File: src/rtl/memory_access_stage.sv
// Memory access stage: issues loads/stores on a req/gnt/rvalid port and emits one write-back beat per operation.
// Optional misaligned-access trap is enabled by defining MEM_ACCESS_MISALIGN_TRAP_EN.
module memory_access_stage #(
    parameter int unsigned TIMEOUT_CYCLES = 16
) (
    input  logic        clk,
    input  logic        rst,
    input  logic        ex_valid,
    output logic        ex_ready,
    input  logic [31:0] ex_alu_data,
    input  logic [31:0] ex_store_data,
    input  logic        ex_mem_read,
    input  logic        ex_mem_write,
    input  logic [1:0]  ex_mem_size,
    input  logic        ex_mem_unsigned,
    input  logic        ex_reg_write,
    input  logic [4:0]  ex_rd,
    output logic        dmem_req,
    output logic        dmem_we,
    output logic [31:0] dmem_addr,
    output logic [31:0] dmem_wdata,
    output logic [3:0]  dmem_be,
    input  logic        dmem_gnt,
    input  logic        dmem_rvalid,
    input  logic [31:0] dmem_rdata,
    output logic        wb_valid,
    output logic        wb_reg_write,
    output logic [4:0]  wb_rd,
    output logic [31:0] wb_data,
    output logic        wb_timeout,
    output logic        wb_misalign
);

    localparam int unsigned CNT_W = $clog2(TIMEOUT_CYCLES + 1);

    typedef enum logic [1:0] {
        IDLE = 2'd0,
        REQ  = 2'd1,
        WAIT = 2'd2
    } state_t;

    state_t           state_q, state_d;
    logic [CNT_W-1:0] cnt_q, cnt_d;

    // Fields of the operation currently in flight
    logic       op_store_q, op_store_d;
    logic [1:0] op_size_q, op_size_d;
    logic       op_uns_q, op_uns_d;
    logic       op_rw_q, op_rw_d;
    logic [4:0] op_rd_q, op_rd_d;
    logic [1:0] op_off_q, op_off_d;

    logic        ex_ready_d;
    logic        dmem_req_d, dmem_we_d;
    logic [31:0] dmem_addr_d, dmem_wdata_d;
    logic [3:0]  dmem_be_d;
    logic        wb_valid_d, wb_reg_write_d, wb_timeout_d, wb_misalign_d;
    logic [4:0]  wb_rd_d;
    logic [31:0] wb_data_d;

    logic mem_op_c;
    logic misalign_c;

    assign mem_op_c = ex_mem_read | ex_mem_write;

`ifdef MEM_ACCESS_MISALIGN_TRAP_EN
    assign misalign_c = ((ex_mem_size == 2'd1) && ex_alu_data[0]) ||
                        (ex_mem_size[1] && (ex_alu_data[1:0] != 2'b00));
`else
    assign misalign_c = 1'b0;
`endif

    function automatic logic [3:0] lane_be(input logic [1:0] size, input logic [1:0] off);
        case (size)
            2'd0:    lane_be = 4'b0001 << off;
            2'd1:    lane_be = off[1] ? 4'b1100 : 4'b0011;
            default: lane_be = 4'b1111;
        endcase
    endfunction

    function automatic logic [31:0] lane_wdata(input logic [1:0] size, input logic [31:0] data);
        case (size)
            2'd0:    lane_wdata = {4{data[7:0]}};
            2'd1:    lane_wdata = {2{data[15:0]}};
            default: lane_wdata = data;
        endcase
    endfunction

    // Select the addressed lane of the returned word and extend it to 32 bits
    function automatic logic [31:0] load_extend(input logic [31:0] rdata, input logic [1:0] size,
                                                input logic [1:0] off, input logic uns);
        logic [7:0]  b;
        logic [15:0] h;
        b = rdata[{off, 3'b000} +: 8];
        h = rdata[{off[1], 4'b0000} +: 16];
        case (size)
            2'd0:    load_extend = {{24{b[7] & ~uns}}, b};
            2'd1:    load_extend = {{16{h[15] & ~uns}}, h};
            default: load_extend = rdata;
        endcase
    endfunction

    always_ff @(posedge clk or posedge rst) begin
        if (rst) begin
            state_q <= IDLE;
            cnt_q   <= '0;
        end else begin
            state_q <= state_d;
            cnt_q   <= cnt_d;
        end
    end

    always_comb begin
        state_d        = state_q;
        cnt_d          = cnt_q;
        op_store_d     = op_store_q;
        op_size_d      = op_size_q;
        op_uns_d       = op_uns_q;
        op_rw_d        = op_rw_q;
        op_rd_d        = op_rd_q;
        op_off_d       = op_off_q;
        dmem_req_d     = 1'b0;
        dmem_we_d      = dmem_we;
        dmem_addr_d    = dmem_addr;
        dmem_wdata_d   = dmem_wdata;
        dmem_be_d      = dmem_be;
        wb_valid_d     = 1'b0;
        wb_reg_write_d = wb_reg_write;
        wb_rd_d        = wb_rd;
        wb_data_d      = wb_data;
        wb_timeout_d   = wb_timeout;
        wb_misalign_d  = wb_misalign;

        case (state_q)
            IDLE: begin
                if (ex_valid && ex_ready) begin
                    if (!mem_op_c) begin
                        wb_valid_d     = 1'b1;
                        wb_reg_write_d = ex_reg_write;
                        wb_rd_d        = ex_rd;
                        wb_data_d      = ex_alu_data;
                        wb_timeout_d   = 1'b0;
                        wb_misalign_d  = 1'b0;
                    end else if (misalign_c) begin
                        wb_valid_d     = 1'b1;
                        wb_reg_write_d = 1'b0;
                        wb_rd_d        = ex_rd;
                        wb_data_d      = '0;
                        wb_timeout_d   = 1'b0;
                        wb_misalign_d  = 1'b1;
                    end else begin
                        op_store_d   = ex_mem_write;
                        op_size_d    = ex_mem_size;
                        op_uns_d     = ex_mem_unsigned;
                        op_rw_d      = ex_reg_write;
                        op_rd_d      = ex_rd;
                        op_off_d     = ex_alu_data[1:0];
                        dmem_req_d   = 1'b1;
                        dmem_we_d    = ex_mem_write;
                        dmem_addr_d  = {ex_alu_data[31:2], 2'b00};
                        dmem_wdata_d = lane_wdata(ex_mem_size, ex_store_data);
                        dmem_be_d    = lane_be(ex_mem_size, ex_alu_data[1:0]);
                        state_d      = REQ;
                    end
                end
            end
            REQ: begin
                dmem_req_d = ~dmem_gnt;
                if (dmem_gnt) begin
                    if (op_store_q) begin
                        wb_valid_d     = 1'b1;
                        wb_reg_write_d = 1'b0;
                        wb_rd_d        = op_rd_q;
                        wb_data_d      = '0;
                        wb_timeout_d   = 1'b0;
                        wb_misalign_d  = 1'b0;
                        state_d        = IDLE;
                    end else begin
                        cnt_d   = '0;
                        state_d = WAIT;
                    end
                end
            end
            WAIT: begin
                // rvalid wins over a timeout landing in the same cycle
                if (dmem_rvalid) begin
                    wb_valid_d     = 1'b1;
                    wb_reg_write_d = op_rw_q;
                    wb_rd_d        = op_rd_q;
                    wb_data_d      = load_extend(dmem_rdata, op_size_q, op_off_q, op_uns_q);
                    wb_timeout_d   = 1'b0;
                    wb_misalign_d  = 1'b0;
                    state_d        = IDLE;
                end else if (cnt_q == CNT_W'(TIMEOUT_CYCLES)) begin
                    wb_valid_d     = 1'b1;
                    wb_reg_write_d = 1'b0;
                    wb_rd_d        = op_rd_q;
                    wb_data_d      = '0;
                    wb_timeout_d   = 1'b1;
                    wb_misalign_d  = 1'b0;
                    state_d        = IDLE;
                end else begin
                    cnt_d = cnt_q + CNT_W'(1);
                end
            end
            default: state_d = IDLE;
        endcase

        ex_ready_d = (state_d == IDLE);
    end

    always_ff @(posedge clk or posedge rst) begin
        if (rst) begin
            op_store_q   <= 1'b0;
            op_size_q    <= 2'd0;
            op_uns_q     <= 1'b0;
            op_rw_q      <= 1'b0;
            op_rd_q      <= 5'd0;
            op_off_q     <= 2'd0;
            ex_ready     <= 1'b0;
            dmem_req     <= 1'b0;
            dmem_we      <= 1'b0;
            dmem_addr    <= '0;
            dmem_wdata   <= '0;
            dmem_be      <= 4'd0;
            wb_valid     <= 1'b0;
            wb_reg_write <= 1'b0;
            wb_rd        <= 5'd0;
            wb_data      <= '0;
            wb_timeout   <= 1'b0;
            wb_misalign  <= 1'b0;
        end else begin
            op_store_q   <= op_store_d;
            op_size_q    <= op_size_d;
            op_uns_q     <= op_uns_d;
            op_rw_q      <= op_rw_d;
            op_rd_q      <= op_rd_d;
            op_off_q     <= op_off_d;
            ex_ready     <= ex_ready_d;
            dmem_req     <= dmem_req_d;
            dmem_we      <= dmem_we_d;
            dmem_addr    <= dmem_addr_d;
            dmem_wdata   <= dmem_wdata_d;
            dmem_be      <= dmem_be_d;
            wb_valid     <= wb_valid_d;
            wb_reg_write <= wb_reg_write_d;
            wb_rd        <= wb_rd_d;
            wb_data      <= wb_data_d;
            wb_timeout   <= wb_timeout_d;
            wb_misalign  <= wb_misalign_d;
        end
    end

endmodule

File: config.mk
export PLATFORM = sky130hd
export DESIGN_NAME = memory_access_stage
export DESIGN_NICKNAME = d
export VERILOG_FILES = /design/src/rtl/memory_access_stage.sv
export SDC_FILE = /design/constraint.sdc
export NUM_CORES = 1
export LEC_CHECK = 0
export ABC_AREA = 1
export CAP_MARGIN = 10
export CORE_UTILIZATION = 40
export DETAILED_ROUTE_END_ITERATION = 12
export PLACE_DENSITY_LB_ADDON = 0.3
export SLEW_MARGIN = 30
export SYNTH_ARGS = -nofsm -noshare
export SYNTH_HDL_FRONTEND = slang
export SYNTH_SLANG_ARGS = --single-unit
File: constraint.sdc
create_clock -name clk -period 4.12 [get_ports clk]
set_clock_uncertainty 0.1 [all_clocks]
set_input_delay 0.824 -clock clk [delete_from_list [all_inputs] [get_ports clk]]
set_output_delay 0.824 -clock clk [all_outputs]
set_load 0.02 [all_outputs]
==> qor.csv, run 1 <==
metric,value,unit
clk sinks,127,
Slew Limit Fails,0,
clock slew at reported path FFs,0.06,ns
TNS Setup,0,ns
synth cell count leaders,"nand2_1, nor2_1, dfrtp_1",
Ports,224,
"EDFF count, synth",0,
Finished Cell Area,9330,um^2
pre-CTS setup slack,1.10,ns
clock latency on the worst-skew pair,0.42,ns
post-DR vias/cell,4.88,
Worst Max-Slew Pin Slew,0.705,ns
DRC viols,0,
initial antenna violation count,1,
Synth top area share,49.8,%
clock network power share,21.9,%
pin count of the biggest net entering global routing,128,
CTS Buf Count,17,
RSZ-0062 raised after global routing,false,
fmax,0.345,GHz
drt wl/cell,14.9,um
Synth-to-Final Area Change,46.3,%
Reg power frac,29.3,%
core area,15400,um^2
total power,7.55,mW
Final Hold Vio Count,0,
syn_area_per_cell,7.58,um^2
share of cells above drive strength 1,5.31,%
synthesized cell area,6380,um^2
outcome,"complete, no violations",
fin crit share,70.4,%
GRT Residual Overflow,0,
Leak,4.27,nW
Fin Hold WS,0.372,ns
PnR worst setup slack,1.22,ns
first-pass GRT wire length,30500,um
first-pass detailed-route iteration total,5,
Port Buffers,220,
Final min period,2.90,ns
Synth area leaders,"dfrtp_1, nand2_1, nor2_1, o21ai_0, a21oi_1",
# diodes,0,
Net Sw Frac,40.6,%
starting density of the core,41.5,%
Worst Path Required,4.38,ns
peak supply drop,0.388,mV
GPL Wtd Cong,0.932,
synthesized netlist cell count,841,
Row Count,45,
CP endpoint kind,register,
Netlist cell types,28,
post-CTS sizing,0,
Setup CP Type,reg2reg,
asr flop ratio synth,100,%
warnings from Yosys,0,
Setup-failing EPs final,0,
Post-CTS Setup Bufs,0,
CTS Hold Buffers Added,0,
"count leader, synth",nand2_1,
Seq cells post-synth,127,
Hold Path Class,reg2reg,
"Top FF cell, synth",dfrtp_1,
Post-DRT Antenna Nets,0,
Total Routing Usage GR,23.8,%
Worst Setup Start Kind,register,
vias in the first global route,6117,
sw power,3.06,mW
final HPWL from detailed placement,13300,um
chip height,128,um
die footprint,16400,um^2
max_cap viols,0,
initial drt markers,382,
post-synth top area cell,dfrtp_1,
CTS Buffer Depth,2,
H-tree levels,4,
pwr dens,810,nW/um^2
Slew Limit Headroom,53.0,%
Int Pwr,4.49,mW
routed wire length,18800,um
die width,128,um
vias after detailed routing,6173,
Logic pwr share,48.7,%
TritonCTS clock tree,yes,
sequential fraction of the synthesis area,49.8,%
Layout Nets,1159,
Root Buffer,clkbuf_16,
Crit Path Max Fanout,37,
Post-DP Area,8670,um^2
"Arr. time, crit path",3.16,ns
-- routing by layer --
metal	global-route usage, %	up-vias	part of all wire [%]
met5	0	-	0.058
met4	6.99	2	1.2
met3	6.64	23	8.1
met2	39.0	232	46
met1	30.7	2832	44
li1	-	3084	-
-- registers in the layout (all words and copies together), names as in the netlist, 4 cells and up --
register    flops
dmem_be         4
dmem_addr      30
wb_rd           5
wb_data        32
dmem_wdata     32
cnt_q           5
op_rd_q         5
-- power by group through the flow --
stage               clock [mW]  combinational, mW  sequential [mW]
floorplan                    0               1.60             2.78
global placement             0               3.64             2.22
detailed placement           0               3.70             2.22
CTS                       1.68               3.71             2.22
global route              1.73               4.06             2.29
finish                    1.66               3.68             2.21
-- worst paths after layout --
check / startpoint / end / slack (ns) / cells past startpoint
max: state_q[1] / wb_data[0] / 1.22 / 11
min: op_rd_q[4] / op_rd_q[4] / 0.37 / 2
max reg2reg: state_q[1] / wb_data[0] / 1.22 / 11
min reg2reg: op_rd_q[4] / op_rd_q[4] / 0.37 / 2
max in group asynchronous: rst / dmem_addr[18] / 2.53 / 3
min in group asynchronous: rst / wb_rd[1] / 0.87 / 3
-- cells by family after synthesis --
kind of cell	after synthesis	share of synthesized area (%)
flip-flops	127	49.8
XOR/XNOR	2	0.275
adder cells (fa/ha/maj)	6	1.18
AO/OA/AOI/OAI	178	14.8
buffers and inverters	127	8.58
other	1	0.0588
AND/OR/NAND/NOR	400	25.3
-- critical path: stages, from the launching register on --
cell and delay [ns]:
dfrtp_1 0.42, inv_1 0.09, ha_1 0.28, buf_4 0.35
inv_2 0.22, o21ai_1 0.17, nand2_1 0.11, nor2_4 0.40
inv_2 0.35, a21oi_1 0.24, nand2_1 0.07, nand2_1 0.05
-- cell type report --
cell class / instances / area, um^2
timing repair buffer: 227 / 2270
fill: 1418 / 6040
clock inverter: 10 / 184
tap: 211 / 264
clock buffer: 22 / 464
inverter: 79 / 302
multi-input combinational: 589 / 2660
sequential: 127 / 3180
-- stage by stage --
stage,cells,util (%)
after floorplan,843,-
after detailed placement,1233,56.4
after global placement,1233,56.4
after global routing,1265,60.7
after CTS,1265,60.7
final,1265,60.7
-- placed cells by master (no fill, tap or decap), types with 2 or more instances in the layout --
| cell type | instances |
|---|---|
| o21ai_0 | 72 |
| xor2_1 | 2 |
| nor3_1 | 17 |
| o211ai_1 | 2 |
| clkbuf_16 | 17 |
| nand2_4 | 2 |
| a41oi_1 | 3 |
| clkinvlp_4 | 3 |
| a22o_1 | 5 |
| conb_1 | 3 |
| clkbuf_1 | 3 |
| o21ai_1 | 18 |
| ha_1 | 6 |
| nor2_1 | 141 |
| nor2_4 | 4 |
| a21oi_1 | 64 |
| bufinv_16 | 5 |
| nand2_1 | 203 |
| buf_4 | 5 |
| inv_1 | 70 |
| a31oi_1 | 13 |
| clkinv_2 | 3 |
| inv_2 | 7 |
| dfrtp_1 | 127 |
| clkbuf_8 | 2 |
| nor2_2 | 3 |
| nand3_1 | 27 |
| clkdlybuf4s50_1 | 220 |
(Power assumes the default switching activity.)
==> inputs of run 2 (changes only) <==
==> constraint.sdc (replaced) <==
create_clock -name clk -period 2.6 [get_ports clk]
set_clock_uncertainty 0.1 [all_clocks]
set_input_delay 0.52 -clock clk [delete_from_list [all_inputs] [get_ports clk]]
set_output_delay 0.52 -clock clk [all_outputs]
set_load 0.02 [all_outputs]
==> qor.csv, run 2 (synthesis results as in run 1) <==
metric,value,unit
outcome,"complete, no violations",
Setup CP Type,reg2reg,
routed wire length,18900,um
fin util,60.8,%
clock latency on the worst-skew pair,0.42,ns
Worst Max-Slew Pin Slew,0.506,ns
peak supply drop,0.573,mV
max_cap viols,0,
final HPWL from detailed placement,13800,um
Row Count,45,
crit-path cells,"inv_1, ha_1, inv_2, o21ai_1, nand2_1, nor2_4, inv_2, nor2_1, a21oi_1",
Multi-input gate area,2660,um^2
"Arr. time, crit path",2.37,ns
Layout Nets,1167,
CTS Buf Count,17,
fin crit share,81.8,%
sw power,4.86,mW
first-pass GRT wire length,30400,um
Slew Limit Fails,0,
core area,15400,um^2
CTS Buffer Depth,2,
vias after detailed routing,6213,
Ports,224,
Worst Setup Start Kind,register,
fillers,1367,
Root Buffer,clkbuf_16,
# diodes,0,
vias in the first global route,5926,
TNS Setup,0,ns
die footprint,16400,um^2
Crit Path Max Fanout,29,
Total Routing Usage GR,24.1,%
die width,128,um
TritonCTS clock tree,yes,
drt wl/cell,14.9,um
clock slew at reported path FFs,0.05,ns
Logic pwr share,51.1,%
post-CTS sizing,0,
Slew Limit Headroom,66.2,%
chip height,128,um
pwr dens,1250,nW/um^2
clk sinks,127,
Setup-failing EPs final,0,
post-DR vias/cell,4.89,
most frequent cells in the layout,"clkdlybuf4s50_1, nand2_1, nor2_1",
share of cells above drive strength 1,5.75,%
Final min period,2.13,ns
Net Sw Frac,41.6,%
Post-CTS Setup Bufs,0,
pin count of the biggest net entering global routing,56,
CP most frequent cell,inv_2,
clock network power share,19.0,%
Final Hold Vio Count,0,
CP endpoint kind,register,
RSZ-0062 raised after global routing,false,
starting density of the core,41.5,%
first-pass detailed-route iteration total,5,
GPL Wtd Cong,0.900,
Post-DRT Antenna Nets,0,
Leak,4.28,nW
FF/Latch Area,3180,um^2
H-tree levels,4,
Finished Cell Area,9340,um^2
fmax,0.470,GHz
Fin Hold WS,0.367,ns
Hold Path Class,reg2reg,
Synth-to-Final Area Change,46.5,%
initial antenna violation count,1,
biggest regs,"dmem_wdata: 32 flops, wb_data: 32 flops, dmem_addr: 30 flops",
"commonest non-fill, non-tap cell in the layout",clkdlybuf4s50_1,
Int Pwr,6.81,mW
GRT Residual Overflow,0,
DRC viols,0,
Port Buffers,220,
Post-DP Area,8800,um^2
Worst Path Required,2.84,ns
CP max stage delay,0.40,ns
Reg power frac,29.9,%
CTS Hold Buffers Added,0,
slowest CP cell,dfrtp_1,
initial drt markers,294,
run 2: per-layer routing:
metal / GRT usage (%) / routed length (um)
met3: 7.93 / 1650
met4: 7.40 / 277
met5: 0 / 11
met2: 38.7 / 8670
met1: 30.9 / 8280
run 2: final cells by class:
class | count | area share [%]
inverter | 79 | 3.23
clock buffer | 24 | 5.16
clock inverter | 6 | 0.643
sequential | 127 | 34.0
tap | 211 | 2.83
multi-input combinational | 589 | 28.5
timing repair buffer | 235 | 25.6
run 2: through the flow:
step                      worst slack, ns  power, mW  std cells
after floorplan                     0.413       6.95        843
after global placement              0.281       9.40       1241
after detailed placement            0.238       9.50       1241
after CTS                           0.435       11.8       1271
after global routing                0.265       12.5       1271
final                               0.472       11.7       1271
run 2: worst paths after layout:
path                       slack, ns  cells after the start            end     startpoint
min in group asynchronous       0.38                      2     op_rd_q[4]            rst
max reg2reg                     0.47                      9    wb_data[29]     state_q[1]
max                             0.47                      9    wb_data[29]     state_q[1]
min                             0.37                      2  dmem_wdata[4]  dmem_wdata[4]
max in group asynchronous       1.38                      3    wb_data[22]            rst
min reg2reg                     0.37                      2  dmem_wdata[4]  dmem_wdata[4]
run 2: worst max-delay path, delay by kind of cell, from the launching register on:
family	cells	cell delay, ns
compound gates	2	0.28
fa+ha+maj	1	0.30
buf+inv	3	0.67
flops	1	0.40
simple gates	3	0.26
run 2: power groups by stage:
| stage | Clock (mW) | Sequential (mW) | Combinational, mW |
|---|---|---|---|
| floorplan | 0 | 4.41 | 2.54 |
| CTS | 2.26 | 3.49 | 6.04 |
| global placement | 0 | 3.50 | 5.90 |
| global route | 2.36 | 3.60 | 6.55 |
| detailed placement | 0 | 3.50 | 6.01 |
| finish | 2.22 | 3.48 | 5.97 |
==> inputs of run 3 (changes only) <==
==> constraint.sdc (replaced) <==
create_clock -name clk -period 1.8 [get_ports clk]
set_clock_uncertainty 0.1 [all_clocks]
set_input_delay 0.36 -clock clk [delete_from_list [all_inputs] [get_ports clk]]
set_output_delay 0.36 -clock clk [all_outputs]
set_load 0.02 [all_outputs]
==> qor.csv, run 3 (synthesis results as in run 1) <==
metric,value,unit
Row Count,45,
PnR worst setup slack,-0.119,ns
"Arr. time, crit path",2.16,ns
"CP delay by family, top",buffers and inverters,
most frequent cells in the layout,"nand2_1, nor2_1, dfrtp_1",
routed wire length,20700,um
Total Routing Usage GR,25.1,%
core area,15400,um^2
peak supply drop,1.02,mV
Worst Setup Start Kind,register,
Setup CP Type,reg2reg,
number of cells after detailed placement,1281,
Leak,4.88,nW
pre-CTS setup slack,-0.280,ns
crit-path cells,"inv_2, ha_4, inv_2, or2_4, nand2_4, nor2_4, buf_4, inv_6, clkbuf_16, nor2_1, a21oi_1",
clock slew at reported path FFs,0.06,ns
CP most frequent cell,inv_2,
TritonCTS clock tree,yes,
# diodes,0,
drt wl/cell,15.6,um
TNS Setup,-2.01,ns
fin util,65.4,%
slowest CP cell,dfrtp_1,
starting density of the core,41.5,%
Port Buffers,220,
die width,128,um
Worst Path Required,2.04,ns
Final Hold Vio Count,0,
Setup-failing EPs final,37,
Post-DRT Antenna Nets,0,
Root Buffer,clkbuf_16,
H-tree levels,4,
post-DR vias/cell,4.96,
first-pass detailed-route iteration total,5,
Synth-to-Final Area Change,57.6,%
initial drt markers,289,
RSZ-0062 raised after global routing,true,
Finished Layout Cells,1328,
outcome,"finished, violations left",
Fin Hold WS,0.301,ns
CP endpoint kind,register,
GPL Wtd Cong,0.911,
Hold Path Class,in2async,
Layout Nets,1222,
pwr dens,1790,nW/um^2
Buf/Inv on CP,5,
fillers,1365,
initial antenna violation count,2,
clk sinks,127,
final HPWL from detailed placement,14200,um
clock latency on the worst-skew pair,0.43,ns
DRC viols,0,
pin count of the biggest net entering global routing,66,
Final min period,1.92,ns
chip height,128,um
max_cap viols,0,
"commonest non-fill, non-tap cell in the layout",nand2_1,
CTS Buffer Depth,2,
CP max stage delay,0.40,ns
FF/Latch Area,3180,um^2
Crit Path Max Fanout,7,
share of cells above drive strength 1,13.4,%
failing checks,setup timing,
die footprint,16400,um^2
fmax,0.521,GHz
vias in the first global route,6344,
fin crit share,107,%
Critical path origin,state_q[1],
Slew Limit Fails,0,
first-pass GRT wire length,31700,um
Ports,224,
CTS Buf Count,17,
Multi-input gate area,2830,um^2
Worst R2R Start,state_q[1],
GRT Residual Overflow,0,
biggest regs,"dmem_wdata: 32 flops, wb_data: 32 flops, dmem_addr: 30 flops",
vias after detailed routing,6589,
run 3: metal layers:
layer | GRT usage (%) | routed length (um)
met2 | 41.9 | 9870
met3 | 7.30 | 1600
met5 | 0 | 26
met1 | 31.5 | 8870
met4 | 7.13 | 338
run 3: path summary, 6_finish.rpt:
path | slack, ns | cells after the start | endpoint
max reg2reg | -0.12 | 11 | wb_data[15]
min | 0.30 | 3 | cnt_q[2]
max in group asynchronous | 0.97 | 3 | wb_data[27]
min reg2reg | 0.38 | 2 | op_rd_q[4]
max | -0.12 | 11 | wb_data[15]
min in group clk | 0.38 | 2 | op_rd_q[4]
run 3: where the power goes:
group	internal (mW)	switching, mW	leakage [nW]
clock	2.47	1.27	0.306
combinational	3.80	5.51	3.04
sequential	4.21	0.776	1.53
run 3: worst min-delay path, delay by kind of cell:
family / cells / cell delay [ns]
buffers and inverters: 3 / 0.88
run 3: timing repair:
item / in CTS / in global routing
setup buffers: 5 / 5
cloned: 0 / 5
setup endpoints to repair: 160 / 76
gates resized for setup: 139 / 30
pin swaps: 3 / 13
hold buffers: 0 / 0
run 3: layout make-up:
| type | instances | area share [%] |
|---|---|---|
| clock buffer | 27 | 5.00 |
| clock inverter | 5 | 1.24 |
| inverter | 79 | 3.09 |
| tap | 211 | 2.63 |
| sequential | 127 | 31.6 |
| timing repair buffer | 290 | 28.3 |
| multi-input combinational | 589 | 28.1 |
run 3: per-stage QoR:
step | total power, mW | cell area [um^2]
global route | 19.2 | 10100
finish | 18.0 | 10100
global placement | 14.1 | 9170
detailed placement | 14.3 | 9170
floorplan | 10.0 | 6390
CTS | 17.5 | 9790
